===== config.mk =====
export PLATFORM = sky130hd
export DESIGN_NAME = cic_decim_comb
export DESIGN_NICKNAME = d
export VERILOG_FILES = /design/src/rtl/cic_decim_comb.sv
export SDC_FILE = /design/constraint.sdc
export NUM_CORES = 1
export LEC_CHECK = 0
export BUFFER_PORTS_ARGS = -buffer_cell sky130_fd_sc_hd__buf_2
export CAP_MARGIN = 15
export CORE_MARGIN = 10
export CORE_UTILIZATION = 55
export DETAILED_ROUTE_END_ITERATION = 16
export PLACE_DENSITY = 0.73
export RECOVER_POWER = 50
export SETUP_SLACK_MARGIN = 0.5
export SLEW_MARGIN = 10
export SYNTH_ARGS = -nofsm -noshare
export SYNTH_HDL_FRONTEND = slang
export SYNTH_SLANG_ARGS = --single-unit

===== constraint.sdc =====
create_clock -name i_clock -period 6.15 [get_ports i_clock]
set_input_delay 1.23 -clock i_clock [delete_from_list [all_inputs] [get_ports i_clock]]
set_output_delay 1.23 -clock i_clock [all_outputs]
set_load 0.02 [all_outputs]

===== src/rtl/cic_decim_comb.sv =====
// cic_decim_comb: decimate-by-R and NUM_STAGES comb back end of a CIC decimator (I/Q)
// Ports:
//   i_clock                  single clock
//   i_reset_n                asynchronous active-low reset
//   i_rate                   decimation factor R (0 and 1 keep every sample)
//   i_inph_data/i_quad_data  integrator outputs, i_valid sample strobe
//   o_inph_data/o_quad_data  combed samples at the decimated rate, o_valid one-cycle strobe
// Optional: define CIC_DECIM_COMB_ROUND_EN to round half up (saturating) instead of truncating.
module cic_decim_comb #(
    parameter int WIDTH      = 16,
    parameter int OUT_WIDTH  = 16,
    parameter int NUM_STAGES = 3,
    parameter int RATE_WIDTH = 8
) (
    input  logic                  i_clock,
    input  logic                  i_reset_n,
    input  logic [RATE_WIDTH-1:0] i_rate,
    input  logic [WIDTH-1:0]      i_inph_data,
    input  logic [WIDTH-1:0]      i_quad_data,
    input  logic                  i_valid,
    output logic [OUT_WIDTH-1:0]  o_inph_data,
    output logic [OUT_WIDTH-1:0]  o_quad_data,
    output logic                  o_valid
);
    logic [RATE_WIDTH-1:0]                 cnt, rate_q, cnt_inc;
    logic                                  accept;
    logic [NUM_STAGES:0][WIDTH-1:0]        x_i, x_q;
    logic [NUM_STAGES-1:0][WIDTH-1:0]      d_i, d_q;
    logic [NUM_STAGES:0]                   v;
    logic [OUT_WIDTH-1:0]                  r_i, r_q;

    assign accept  = i_valid && cnt == '0;
    assign cnt_inc = cnt + RATE_WIDTH'(1);

    // rate is latched only on accept so a mid-frame change waits for the frame boundary
    always_ff @(posedge i_clock or negedge i_reset_n) begin
        if (!i_reset_n) begin
            cnt    <= '0;
            rate_q <= '0;
        end else if (i_valid) begin
            if (accept) begin
                rate_q <= i_rate;
                cnt    <= (i_rate > RATE_WIDTH'(1)) ? RATE_WIDTH'(1) : '0;
            end else begin
                cnt    <= (cnt_inc == rate_q) ? '0 : cnt_inc;
            end
        end
    end

    // x[0] is the accept register, x[k] the result of comb stage k, d[k-1] its delay
    always_ff @(posedge i_clock or negedge i_reset_n) begin
        if (!i_reset_n) begin
            x_i <= '0;
            x_q <= '0;
            d_i <= '0;
            d_q <= '0;
            v   <= '0;
        end else begin
            v[0] <= accept;
            if (accept) begin
                x_i[0] <= i_inph_data;
                x_q[0] <= i_quad_data;
            end
            for (int k = 1; k <= NUM_STAGES; k++) begin
                v[k] <= v[k-1];
                if (v[k-1]) begin
                    x_i[k]   <= x_i[k-1] - d_i[k-1];
                    x_q[k]   <= x_q[k-1] - d_q[k-1];
                    d_i[k-1] <= x_i[k-1];
                    d_q[k-1] <= x_q[k-1];
                end
            end
        end
    end

`ifdef CIC_DECIM_COMB_ROUND_EN
    if (OUT_WIDTH < WIDTH) begin : g_round
        localparam logic [WIDTH-1:0] HALF = WIDTH'(1) << (WIDTH - OUT_WIDTH - 1);
        localparam logic [OUT_WIDTH-1:0] MAX_POS = {1'b0, {(OUT_WIDTH-1){1'b1}}};
        logic [WIDTH-1:0] s_i, s_q;
        // only a non-negative value can overflow when adding the positive half LSB
        always_comb begin
            s_i = x_i[NUM_STAGES] + HALF;
            s_q = x_q[NUM_STAGES] + HALF;
            r_i = (!x_i[NUM_STAGES][WIDTH-1] && s_i[WIDTH-1]) ? MAX_POS : s_i[WIDTH-1 -: OUT_WIDTH];
            r_q = (!x_q[NUM_STAGES][WIDTH-1] && s_q[WIDTH-1]) ? MAX_POS : s_q[WIDTH-1 -: OUT_WIDTH];
        end
    end else begin : g_trunc
        assign r_i = x_i[NUM_STAGES][WIDTH-1 -: OUT_WIDTH];
        assign r_q = x_q[NUM_STAGES][WIDTH-1 -: OUT_WIDTH];
    end
`else
    assign r_i = x_i[NUM_STAGES][WIDTH-1 -: OUT_WIDTH];
    assign r_q = x_q[NUM_STAGES][WIDTH-1 -: OUT_WIDTH];
`endif

    always_ff @(posedge i_clock or negedge i_reset_n) begin
        if (!i_reset_n) begin
            o_inph_data <= '0;
            o_quad_data <= '0;
            o_valid     <= 1'b0;
        end else begin
            o_valid <= v[NUM_STAGES];
            if (v[NUM_STAGES]) begin
                o_inph_data <= r_i;
                o_quad_data <= r_q;
            end
        end
    end
endmodule

==> run summary, run 1 <==
The total via count in the routed design is 10718. Based on the critical path, the design can be clocked at up to 0.278 GHz. The cell at the root of the clock tree is clkbuf_16. The power per standard cell area is 660 nW/um^2. The worst endpoint data arrival time is 3.37 ns.

The placeable core area is 26800 um^2. The fraction of final layout cells with drive strength greater than 1 is 14.2%. The total power is 11.0 mW. The library cell occupying the most area in the post-synthesis netlist is dfrtp_1. The initial antenna violation count is 0. The final core area utilization came out at 62.1%. The min-delay analysis places its worst path in the category reg2reg. The cts-stage hold buffer count came out at 0. After clock tree synthesis, the setup repair step added 0 buffers. The number of nets handed over by synthesis was 1690. The max capacitance violation total is 1. The maximum buffer depth of the clock tree is 3. The clock slew seen by the registers of the worst setup and hold paths is 0.06 ns.

The slack of the worst reg-to-reg path is 3.27 ns. Clock skew on the completed layout was measured at 0.00734 ns. The residual antenna-violating net count after detailed routing is 0. The global-route wire length before repair is 48.6 mm. The number of global-route vias before repair is 10330. In this run the critical register-to-register path is captured at r_q[12]. The routed via count divided by cell count is 5.45. The final reports fail on capacitance limit, slew limit.

The category of the worst setup path capture point is an async pin. The overall die width came out at 185 um. The part of the total power dissipated in the clock network came out at 17.9%. The end of the critical path is v[0]. Among cell families on the critical path, the largest total delay comes from buffers and inverters. The area of placed instances came out at 15500 um^2. Setup repair after global routing left no endpoint under its margin. The detailed-route wire length per cell is 14.3 um. In the synthesized netlist the async set-or-reset flop fraction comes to 100%. Across all setup checks in the final design, the least slack found is 2.56 ns. Once placement completed, the tool counted placed cells totaling 1909. The headroom to the max-slew limit is -97.3%. The number of input and output port buffers inserted is 75. The fraction of power spent switching nets is 40.7%. The delay of the slowest cell on the worst path is 2.04 ns. The remaining global-route overflow is 0. The reported net switching power came out at 4.47 mW. CTS built an H-tree with a depth of 1. The number of clock sinks seen by CTS is 277. Data on the critical path is required at its endpoint by 5.92 ns. Along the worst path, the maximum fanout reaches 117. The mean instance size in the synthesized netlist is 9.63 um^2.

Yosys attributes the largest share of cell area to dfrtp_1 46%, ha_1 7.7%, mux2_2 6.4%. The global-route usage over all layers is 16.5%. The post-detailed-routing wire length is 28.1 mm. The area used by sequential logic in the layout came out at 6940 um^2. The clock period minus worst slack is 3.59 ns. The category of the most critical setup path is in2async. The maximum number of pins on one net before global-route repair is 118. The cell depth of the worst setup path came out at 1.

In this run the worst setup path begins at i_reset_n. In the synthesized netlist the dominant register cell turns out to be dfrtp_1. Counting every instance in the synthesized netlist gives 1549.

On the final layout, the worst hold slack is 0.487 ns. The internal power consumption is 6.52 mW. The post-synth design cell area is 14900 um^2. STA classifies the critical path startpoint as an input pin.

The maximum VDD drop is 0.340 mV. The signal on the critical path passes through clkbuf_2. The total iterations of the first detailed-routing run is 6.

The max-slew violation total from the final report is 117. The portion of the post-synthesis area used by sequential elements is 46.5%. The post-route clock period utilization is 58.4%. In this run the count of I/O pins placed on the die edge is 76.

The number of CTS-inserted buffers is 30. In the final layout, the multi-input gates occupy 7280 um^2. The count of distinct cell types in the synthesized netlist came out at 64. The TritonCTS clock tree is yes. The count of warnings emitted by yosys came out at 0. At the placement stage, the worst setup path has a slack of 3.28 ns. The source-to-sink clock delay at the later pin of the worst-skew pair is 0.54 ns. In this run, the number of DRC markers left after iteration 0 of detailed routing was 640. Setup violations remaining at the end of the flow were counted as 0. The startpoint identified for the worst register-to-register timing path is v[2]. The number of rows in the core area is 60. The number of antenna repair diodes is 0. For this design the static power due to leakage is 7.77 nW. The final weighted congestion in routability-driven placement is 0.836. For the pin with the worst max-slew slack, the measured transition is 2.96 ns. The summed negative setup slack over all endpoints came out at 0 ns. The final standard cell area without fillers came out at 16600 um^2. The sequential group share of total power is 29.3%. The placed wire-length estimate after detailed placement is 19.5 mm. The layout net count is 1742. The post-CTS resize count came out at 0.

The count of endpoints failing hold in the final timing report came out at 0. The height of the die came out at 185 um. Yosys mapped a number of flops with a built-in enable equal to 0.

The flow ran to the end, but the final reports show violations. The number of DRC violations after detailed routing came out at 0. The number of buffer and inverter stages on the critical path came out at 1. The depth of the worst register-to-register path is 4. The post-route non-filler standard cell count came out at 1966. Relative to the synthesized area, the layout overhead comes to 11.6%.

The part of the power in combinational logic is 52.8%. The starting density of the core is 55.6%. The total of fill cells in the finished design is 2242. The slowest stage of the critical path is the clkbuf_2 cell. The top cell type's share of synthesized area came out at 46.5%. The flop and latch count out of synthesis came out at 277. The full die area is 34100 um^2.
[worst min-delay path by stage]
stage,start,to,slack (ns),cells past startpoint
after floorplan,v[3],o_valid,0.35,0
after global placement,r_i[5],r_i[5],0.47,2
after detailed placement,r_i[11],r_i[11],0.48,2
after CTS,r_i[4],r_i[4],0.49,1
after global routing,r_i[11],r_i[11],0.51,2
final,r_i[5],r_i[5],0.49,2
[cell families after synthesis]
logic type | Yosys count | share of synthesized area [%]
AOI/OAI and AO/OA | 370 | 15.5
xor gates and xnor gates | 65 | 3.82
adders and majority gates | 98 | 8.53
buffers and inverters | 184 | 4.67
DFF | 277 | 46.5
muxes | 91 | 6.82
and+or+nand+nor | 464 | 14.2
[cells in the final DEF, fill, tap and decap left out, drive strengths merged, types with 8 or more instances in the layout]
cell / instances
nand2: 251
xnor2: 50
a21oi: 74
ha: 92
nor2b: 19
o21a: 21
nand3b: 8
nand3: 18
dfrtp: 277
o31ai: 17
a211oi: 12
nand4: 11
nand2b: 13
o21ai: 148
a21o: 28
nor2: 67
a31oi: 8
mux2: 85
clkbuf: 41
xor2: 15
nor3: 22
and3: 17
buf: 80
inv: 122
[power by group through the flow]
stage                     combinational [mW]  clock [mW]  sequential [mW]
after detailed placement                5.75           0             3.25
after global routing                    6.58        2.08             3.34
final                                   5.81        1.97             3.22
after CTS                               5.81        2.01             3.23
after floorplan                         4.55           0             3.19
after global placement                  5.60           0             3.20
[state kept, by name, summed over array words and instances, names as in the netlist]
name / flops
o_quad_data: 16
d_q: 48
v: 4
r_q: 16
o_inph_data: 16
r_i: 16
rate_q: 8
x_i: 48
x_q: 48
o_valid: 1
cnt: 8
d_i: 48
[synthesized netlist by cell type (8+ instances only)]
library cell / n
nand4_1: 11
o31ai_1: 17
inv_1: 119
nand2b_1: 13
and3_1: 17
nor3_1: 22
a21oi_1: 74
clkbuf_1: 52
dfrtp_1: 277
a211oi_1: 12
a21o_1: 28
o21a_1: 21
o21ai_0: 147
ha_1: 92
nor2b_1: 19
xnor2_1: 50
nor2_1: 67
nand3b_1: 8
xor2_1: 15
mux2_2: 85
a31oi_1: 8
nand2_1: 251
nand3_1: 18
[routing by layer]
layer  up-vias  part of all wire (%)  GRT usage, %
met5         -                     0             0
met4         0                   2.1          4.13
met3        39                   3.8          2.56
met2       161                    43          25.9
met1      5037                    51          23.5
li1       5481                     -             -
[final cells by class]
type / count / share of cell area [%]
timing repair buffer: 82 / 2.62
multi-input combinational: 1088 / 43.7
inverter: 122 / 2.75
clock buffer: 39 / 4.96
tap: 341 / 2.56
sequential: 277 / 41.7
clock inverter: 17 / 1.70
Note: power is estimated with default switching activity, not from simulation.
==> run 2, diff against run 1 <==
ABC_AREA = 1   (was default)
PLACE_DENSITY = 0.76   (was 0.73)
clock period = 2.9 ns   (was 6.15 ns; I/O delays follow)
==> run summary, run 2 <==
The share of async-settable or async-resettable flops after synthesis came out at 100% (unchanged). The measured slew at the worst slew-check pin came out at 1.80 ns (-1.16 ns). The power per standard cell area is 1320 nW/um^2 (+99%). The cell at the root of the clock tree is clkbuf_16. The total iterations of the first detailed-routing run came out at 5 (-1). The mean instance size in the synthesized netlist is 8.01 um^2 (-17%).

The clock period minus worst slack is 2.23 ns. The height of the die is 186 um (+0.77%). The highest clock frequency the design can meet came out at 0.449 GHz.

The peak fanout along the critical path is 48 (-59%). The post-detailed-routing wire length came out at 32.3 mm (+15%). The net count after synthesis came out at 2034 (+20%). The smallest setup slack after layout is 0.673 ns (-1.88 ns). The overall die width is 186 um (+0.77%). The number of enable flip-flop cells after synthesis was 0 (unchanged). The number of CTS-inserted buffers came to 30 (unchanged). The final standard cell area without fillers came out at 16900 um^2 (+1.3%). Setup repair after global routing left no endpoint under its margin. The I/O pin count came to 76 (unchanged). The area of placed instances is 15900 um^2 (+2.3%).

The maximum buffer depth of the clock tree is 3 (unchanged). The detailed-route wire length per cell came to 13.9 um (-2.8%). The total power is 22.2 mW (+100%). The count of distinct cell types in the synthesized netlist is 36 (-44%). The number of DRC violations after detailed routing was 0 (unchanged).

The part of the total power dissipated in the clock network came out at 17.0% (-0.9 points). The post-route clock period utilization is 76.8%. The maximum number of pins on one net before global-route repair is 90 (-24%). The flop and latch count out of synthesis is 277 (unchanged). The final setup violation count is 0 (unchanged). The number of buffer and inverter stages on the critical path was 2 (+1).

The placeable core area came out at 27000 um^2 (+0.84%). The reported net switching power came to 10.0 mW (+120%). The part of the power in combinational logic came out at 53.9% (+1.1 points). Sorting the synthesized cells by area gives the leading types as dfrtp_1 46%, nand2_1 15%, ha_1 7.6%.

The number of global-route vias before repair came out at 11882 (+15%). In the layout the commonest cells are 593 x nand2_1, 274 x dfrtp_1, 211 x inv_1. The top cell type's share of synthesized area came out at 45.7% (-0.79 points). The placed wire-length estimate after detailed placement came out at 23.8 mm (+22%).

The worst endpoint data arrival time came to 2.58 ns (-0.79 ns). The run finished, with violations left. The portion of the post-synthesis area used by sequential elements came out at 45.7% (-0.79 points). The maximum VDD drop came out at 0.702 mV (+110%). The cell with the largest stage delay on the worst path is clkbuf_1. The number of input and output port buffers inserted is 75 (unchanged). The fraction of final layout cells with drive strength greater than 1 was 9.27% (-4.9 points). The post-synth design cell area is 15200 um^2 (+1.7%). The total via count in the routed design is 12185 (+14%). The critical path goes through inv_1 > clkbuf_1 > o21ai_0. The fraction of power spent switching nets came out at 45.3% (+4.6 points). The startpoint kind of the worst setup timing path is a flip-flop.

The number of clock sinks seen by CTS is 277 (unchanged). The delay of the slowest cell on the worst path is 1.28 ns (-0.76 ns). The max capacitance violation total is 2 (+1). The number of rows in the core area is 60 (unchanged). The initial antenna violation count came out at 0 (unchanged). The residual antenna-violating net count after detailed routing is 0 (unchanged). The final weighted congestion in routability-driven placement came out at 0.916 (+9.6%). The full die area is 34600 um^2 (+1.5%).

The sequential group share of total power is 29.1% (-0.2 points). The internal power consumption came out at 12.1 mW (+86%). The worst clock skew on the final layout came out at 0.00750 ns (+0.000161 ns). The count of warnings emitted by yosys came to 0 (unchanged). TritonCTS built the clock tree.

The starting density of the core is 56.1% (+0.49 points). The summed negative setup slack over all endpoints came out at 0 ns (unchanged). The clock slew seen by the registers of the worst setup and hold paths came out at 0.06 ns (about the same).

The worst setup slack after placement is 0.597 ns (-2.68 ns). Of all cell types, the one taking the most synthesized area is dfrtp_1. The max-slew violation total from the final report came out at 86 (-26%). The detailed router's first-iteration violation count is 668 (+4.4%). The post-CTS resize count was 0 (unchanged). The headroom to the max-slew limit came out at -19.9% (+77 points). The leading cell type by number of instances after synthesis is nand2_1. The layout overhead on the synthesized area came out at 11.2%. The data required time at the worst endpoint was 3.26 ns (-2.66 ns). The commonest cells after synthesis are 593 x nand2_1, 277 x dfrtp_1, 211 x inv_1. The min-delay analysis places its worst path in the category in2reg. The count of endpoints failing hold in the final timing report is 0 (unchanged). The number of setup buffers added after CTS came out at 0 (unchanged).

The global-route wire length before repair was 56.4 mm (+16%). The most common library cell in the layout ignoring fill and taps is nand2_1. The category of the most critical setup path is reg2reg. STA classifies the critical path endpoint as a flip-flop.

The routed via count divided by cell count came out at 5.24 (-3.9%). Grouping stages by cell kind, the critical path spends the most delay in buffers and inverters. The source-to-sink clock delay at the later pin of the worst-skew pair was 0.55 ns (about the same).

The final reports fail on capacitance limit, slew limit. The count of mapped cells out of synthesis came out at 1893 (+22%). The remaining global-route overflow came out at 0 (unchanged).

The global-route usage over all layers is 19.3% (+2.8 points). The main flop type after synthesis is dfrtp_1. The static leakage came out at 8.78 nW (+13%). The CTS H-tree depth is 1 (unchanged).

The layout net count came out at 2104 (+21%). The number of antenna repair diodes is 0 (unchanged).
[run 2: cell count changes in the layout (fill, tap and decap cells not counted), moves of 19 or more]
cell     delta
o21ai_0    +36
nor2b_1    -19
nand2_1   +342
nand3_1   +109
inv_1      +92
xnor2_1    -23
mux2_2     -56
o21a_1     -21
[run 2: per-layer routing]
metal,vias to the layer above,wire length [um],track usage [%]
met5,-,0,0
li1,6276,-,-
met2,194,15100,32.8
met3,29,1270,2.89
met1,5686,15400,25.6
met4,0,576,4.26
[run 2: stage by stage]
stage,std cells,hold WS [ns],util (%)
2_1_floorplan,1893,0.284,-
3_3_place_gp,2271,0.462,58.9
3_5_place_dp,2271,0.466,58.9
4_1_cts,2325,0.193,62.5
5_1_grt,2325,0.200,62.4
6_report,2325,0.217,62.4
[run 2: worst min-delay path: stages]
cell and delay (ns):
buf_2 0.07, nand2_1 0.04, nand2_1 0.04
[run 2: cell type report]
type	count	area, um^2
clock inverters	11	120
clock buffers	42	857
flip-flops and latches	277	6940
well taps	341	427
multi-input cells	1347	7210
repair buffers	92	507
inverters	215	807
fillers	2387	10200
[run 2: kinds of logic after synthesis]
| group | synth area share [%] |
|---|---|
| multiplexers | 2.15 |
| buffers and inverters | 6.79 |
| adder cells (fa/ha/maj) | 8.38 |
| XOR/XNOR | 2.48 |
| AND/OR/NAND/NOR | 23.4 |
| flip-flops | 45.7 |
| AO/OA/AOI/OAI | 11.1 |
[run 2: repair_timing]
action                     in CTS  in global routing
hold endpoints to repair       48                  0
hold buffers                    1                  0
setup endpoints to repair       0                  0
[run 2: worst paths after layout]
kind | start | endpoint | slack (ns) | cells past startpoint
setup / recovery | v[1] | x_q[36] | 0.67 | 3
hold / removal | i_quad_data[15] | x_q[15] | 0.22 | 3
setup reg to reg | v[1] | x_q[36] | 0.67 | 3
hold reg to reg | r_q[9] | r_q[9] | 0.48 | 2
max in group asynchronous | i_reset_n | r_i[11] | 0.69 | 3
min in group asynchronous | i_reset_n | o_quad_data[1] | 0.87 | 2
[run 2: power by group through the flow]
stage / registers (mW) / logic [mW] / clock network [mW]
CTS: 6.46 / 12.0 / 3.84
global placement: 6.45 / 11.7 / 0
floorplan: 6.36 / 9.12 / 0
finish: 6.46 / 12.0 / 3.76
detailed placement: 6.51 / 11.9 / 0
global route: 6.66 / 13.8 / 4.01
==> run 3, diff against run 2 <==
clock period = 1.95 ns   (was 2.9 ns; I/O delays follow)
==> run summary, run 3 (synthesis results as in run 2) <==
The flow ran to the end, and the final reports show no timing, DRC or antenna violations. The global-route usage over all layers is 23.0% (+3.7 points). The final weighted congestion in routability-driven placement is 0.917 (about the same). The starting density of the core came out at 56.1% (unchanged). The number of rows in the core area is 60 (unchanged). The number of global-route vias before repair came out at 13771 (+16%). The top cell types in the final layout, fill and taps aside, are 450 x nand2_1, 263 x dfrtp_1, 151 x inv_1. The height of the die came out at 186 um (unchanged).

The worst clock skew on the final layout is 0.0200 ns (+0.0125 ns). The final setup violation count came out at 0 (unchanged). The post-route clock period utilization came out at 96.8% (+20 points). The worst endpoint data arrival time came out at 2.34 ns (-0.24 ns). The clock slew seen by the registers of the worst setup and hold paths came out at 0.07 ns (about the same). The worst register-to-register path begins at x_i[10]. The largest individual stage delay along the critical path comes from the cell dfrtp_1.

The maximum buffer depth of the clock tree is 3 (unchanged). The I/O pin count is 76 (unchanged). In this run the clock root is driven by a clkbuf_16. The number of CTS-inserted buffers came to 29 (-3.3%).

The number of antenna repair diodes came out at 0 (unchanged). TritonCTS built the clock tree. The depth of the worst register-to-register path is 8 (+5). The maximum number of pins on one net before global-route repair is 86 (-4.4%). The most common library cell in the layout ignoring fill and taps is nand2_1. The data required time at the worst endpoint came to 2.40 ns (-0.86 ns). Among the stages of the critical path, the cell type that occurs most often is nand2_1. The area used by sequential logic in the layout is 6950 um^2 (+0.20%). The residual antenna-violating net count after detailed routing came out at 0 (unchanged).

Grouping stages by cell kind, the critical path spends the most delay in simple AND/OR/NAND/NOR gates. The category of the worst setup path capture point is a flip-flop. STA classifies the critical path startpoint as a flip-flop. The critical path in this run is classified as reg2reg.

In this run the most critical hold path is launched from i_rate[0]. The count of endpoints failing hold in the final timing report came out at 0 (unchanged). The total iterations of the first detailed-routing run came out at 6 (+1). The headroom to the max-slew limit came to 38.6% (+58 points). The detailed-route wire length per cell came out at 18.3 um (+32%).

Setup repair after global routing could not meet its margin everywhere. The number of buffer and inverter stages on the critical path came out at 0 (-2). The measured slew at the worst slew-check pin was 0.921 ns (-0.877 ns). The CTS H-tree depth is 1 (unchanged). The peak fanout along the critical path came out at 4 (-92%).

The initial antenna violation count is 0 (unchanged). The max capacitance violation total is 0 (-2). The full die area came out at 34600 um^2 (unchanged). The total of fill cells in the finished design came out at 1507 (-37%). The routed via count divided by cell count is 5.70 (+8.8%). The source-to-sink clock delay at the later pin of the worst-skew pair was 0.56 ns (about the same). The max-slew violation total from the final report was 0 (-100%).

The min-delay analysis places its worst path in the category in2reg. The path with the worst hold slack has its endpoint at rate_q[0]. The fraction of final layout cells with drive strength greater than 1 is 40.9% (+32 points). The placed wire-length estimate after detailed placement is 24.5 mm (+3.0%).

The highest clock frequency the design can meet came out at 0.530 GHz (+18%). The clock period minus worst slack came out at 1.89 ns (-0.339 ns). The signal on the critical path passes through ha_4 > nand2_1 > nor2_1 > nand3_2 > nand2_1 > nand2_1 > nand3_1 > nand2_1. The global-route wire length before repair came to 66.4 mm (+18%). The layout overhead on the synthesized area is 45.8%. The worst hold path stage count is 3 (unchanged).

The number of clock sinks seen by CTS is 277 (unchanged). The total via count in the routed design came out at 14353 (+18%). The number of input and output port buffers inserted is 75 (unchanged). The number of DRC violations after detailed routing was 0 (unchanged). The area of the multi-input gates is 10300 um^2 (+43%).

The overall die width is 186 um (unchanged). The post-detailed-routing wire length is 46.1 mm (+43%). The slack of the worst reg-to-reg path came out at 0.06 ns (-0.61 ns). The worst flop-to-flop path endpoint is x_i[31].

The placeable core area is 27000 um^2 (unchanged). The delay of the slowest cell on the worst path is 0.46 ns (-0.82 ns). The detailed router's first-iteration violation count is 1060 (+59%). The summed negative setup slack over all endpoints is 0 ns (unchanged). The layout net count came out at 2295 (+9.1%). The remaining global-route overflow is 0 (unchanged).
## run 3: worst max-delay path by stage
stage / start / endpoint / cells past startpoint / slack, ns
4_1_cts: x_i[16] / x_i[46] / 13 / 0.22
5_1_grt: cnt[1] / cnt[1] / 12 / 0.02
3_5_place_dp: x_q[32] / r_q[12] / 10 / 0.12
6_report: x_i[10] / x_i[31] / 8 / 0.06
2_1_floorplan: d_i[16] / x_i[46] / 12 / 0.26
3_3_place_gp: d_i[16] / x_i[46] / 12 / 0.18
## run 3: worst register-to-register path: cells and delay by family, from the launching register on
family / cells / cell delay, ns
AND/OR/NAND/NOR: 7 / 0.97
adder cells (fa/ha/maj): 1 / 0.36
flip-flops: 1 / 0.46
## run 3: metal layers
layer,vias to the layer above,track usage (%),part of all wire [%]
met3,167,2.77,4.5
met4,0,6.84,4.8
met5,-,0,0
met1,6983,28.0,40
met2,542,41.6,51
li1,6661,-,-
## run 3: metrics by stage
step                util [%]  instances  hold slack (ns)  worst slack (ns)  instance area, um^2
floorplan                  -       1893           0.0944             0.261                16300
global route            81.8       2517           0.0226            0.0183                22100
finish                  81.8       2517           0.0166            0.0617                22100
global placement        63.4       2279            0.245             0.176                17100
detailed placement      63.4       2279            0.248             0.122                17100
CTS                     76.1       2447          0.00732             0.219                20600
## run 3: area by class of cell
cell class,count,share of cell area (%)
Inverter,215,3.78
Clock buffer,43,3.79
Sequential cell,277,31.4
Timing Repair Buffer,284,11.8
Tap cell,341,1.93
Clock inverter,10,0.854
Multi-Input combinational cell,1347,46.4
## run 3: timing repair
item,4_1_cts,5_1_grt
gates cloned,9,0
gates resized for setup,350,280
pin swaps,139,147
hold buffers,1,0
endpoints found under the setup margin,156,179
hold endpoints to repair,61,0
setup buffers,105,70
Power of run 3 is not shown: default switching activity piles up to over one toggle a cycle in this logic, so the estimate is an artifact.
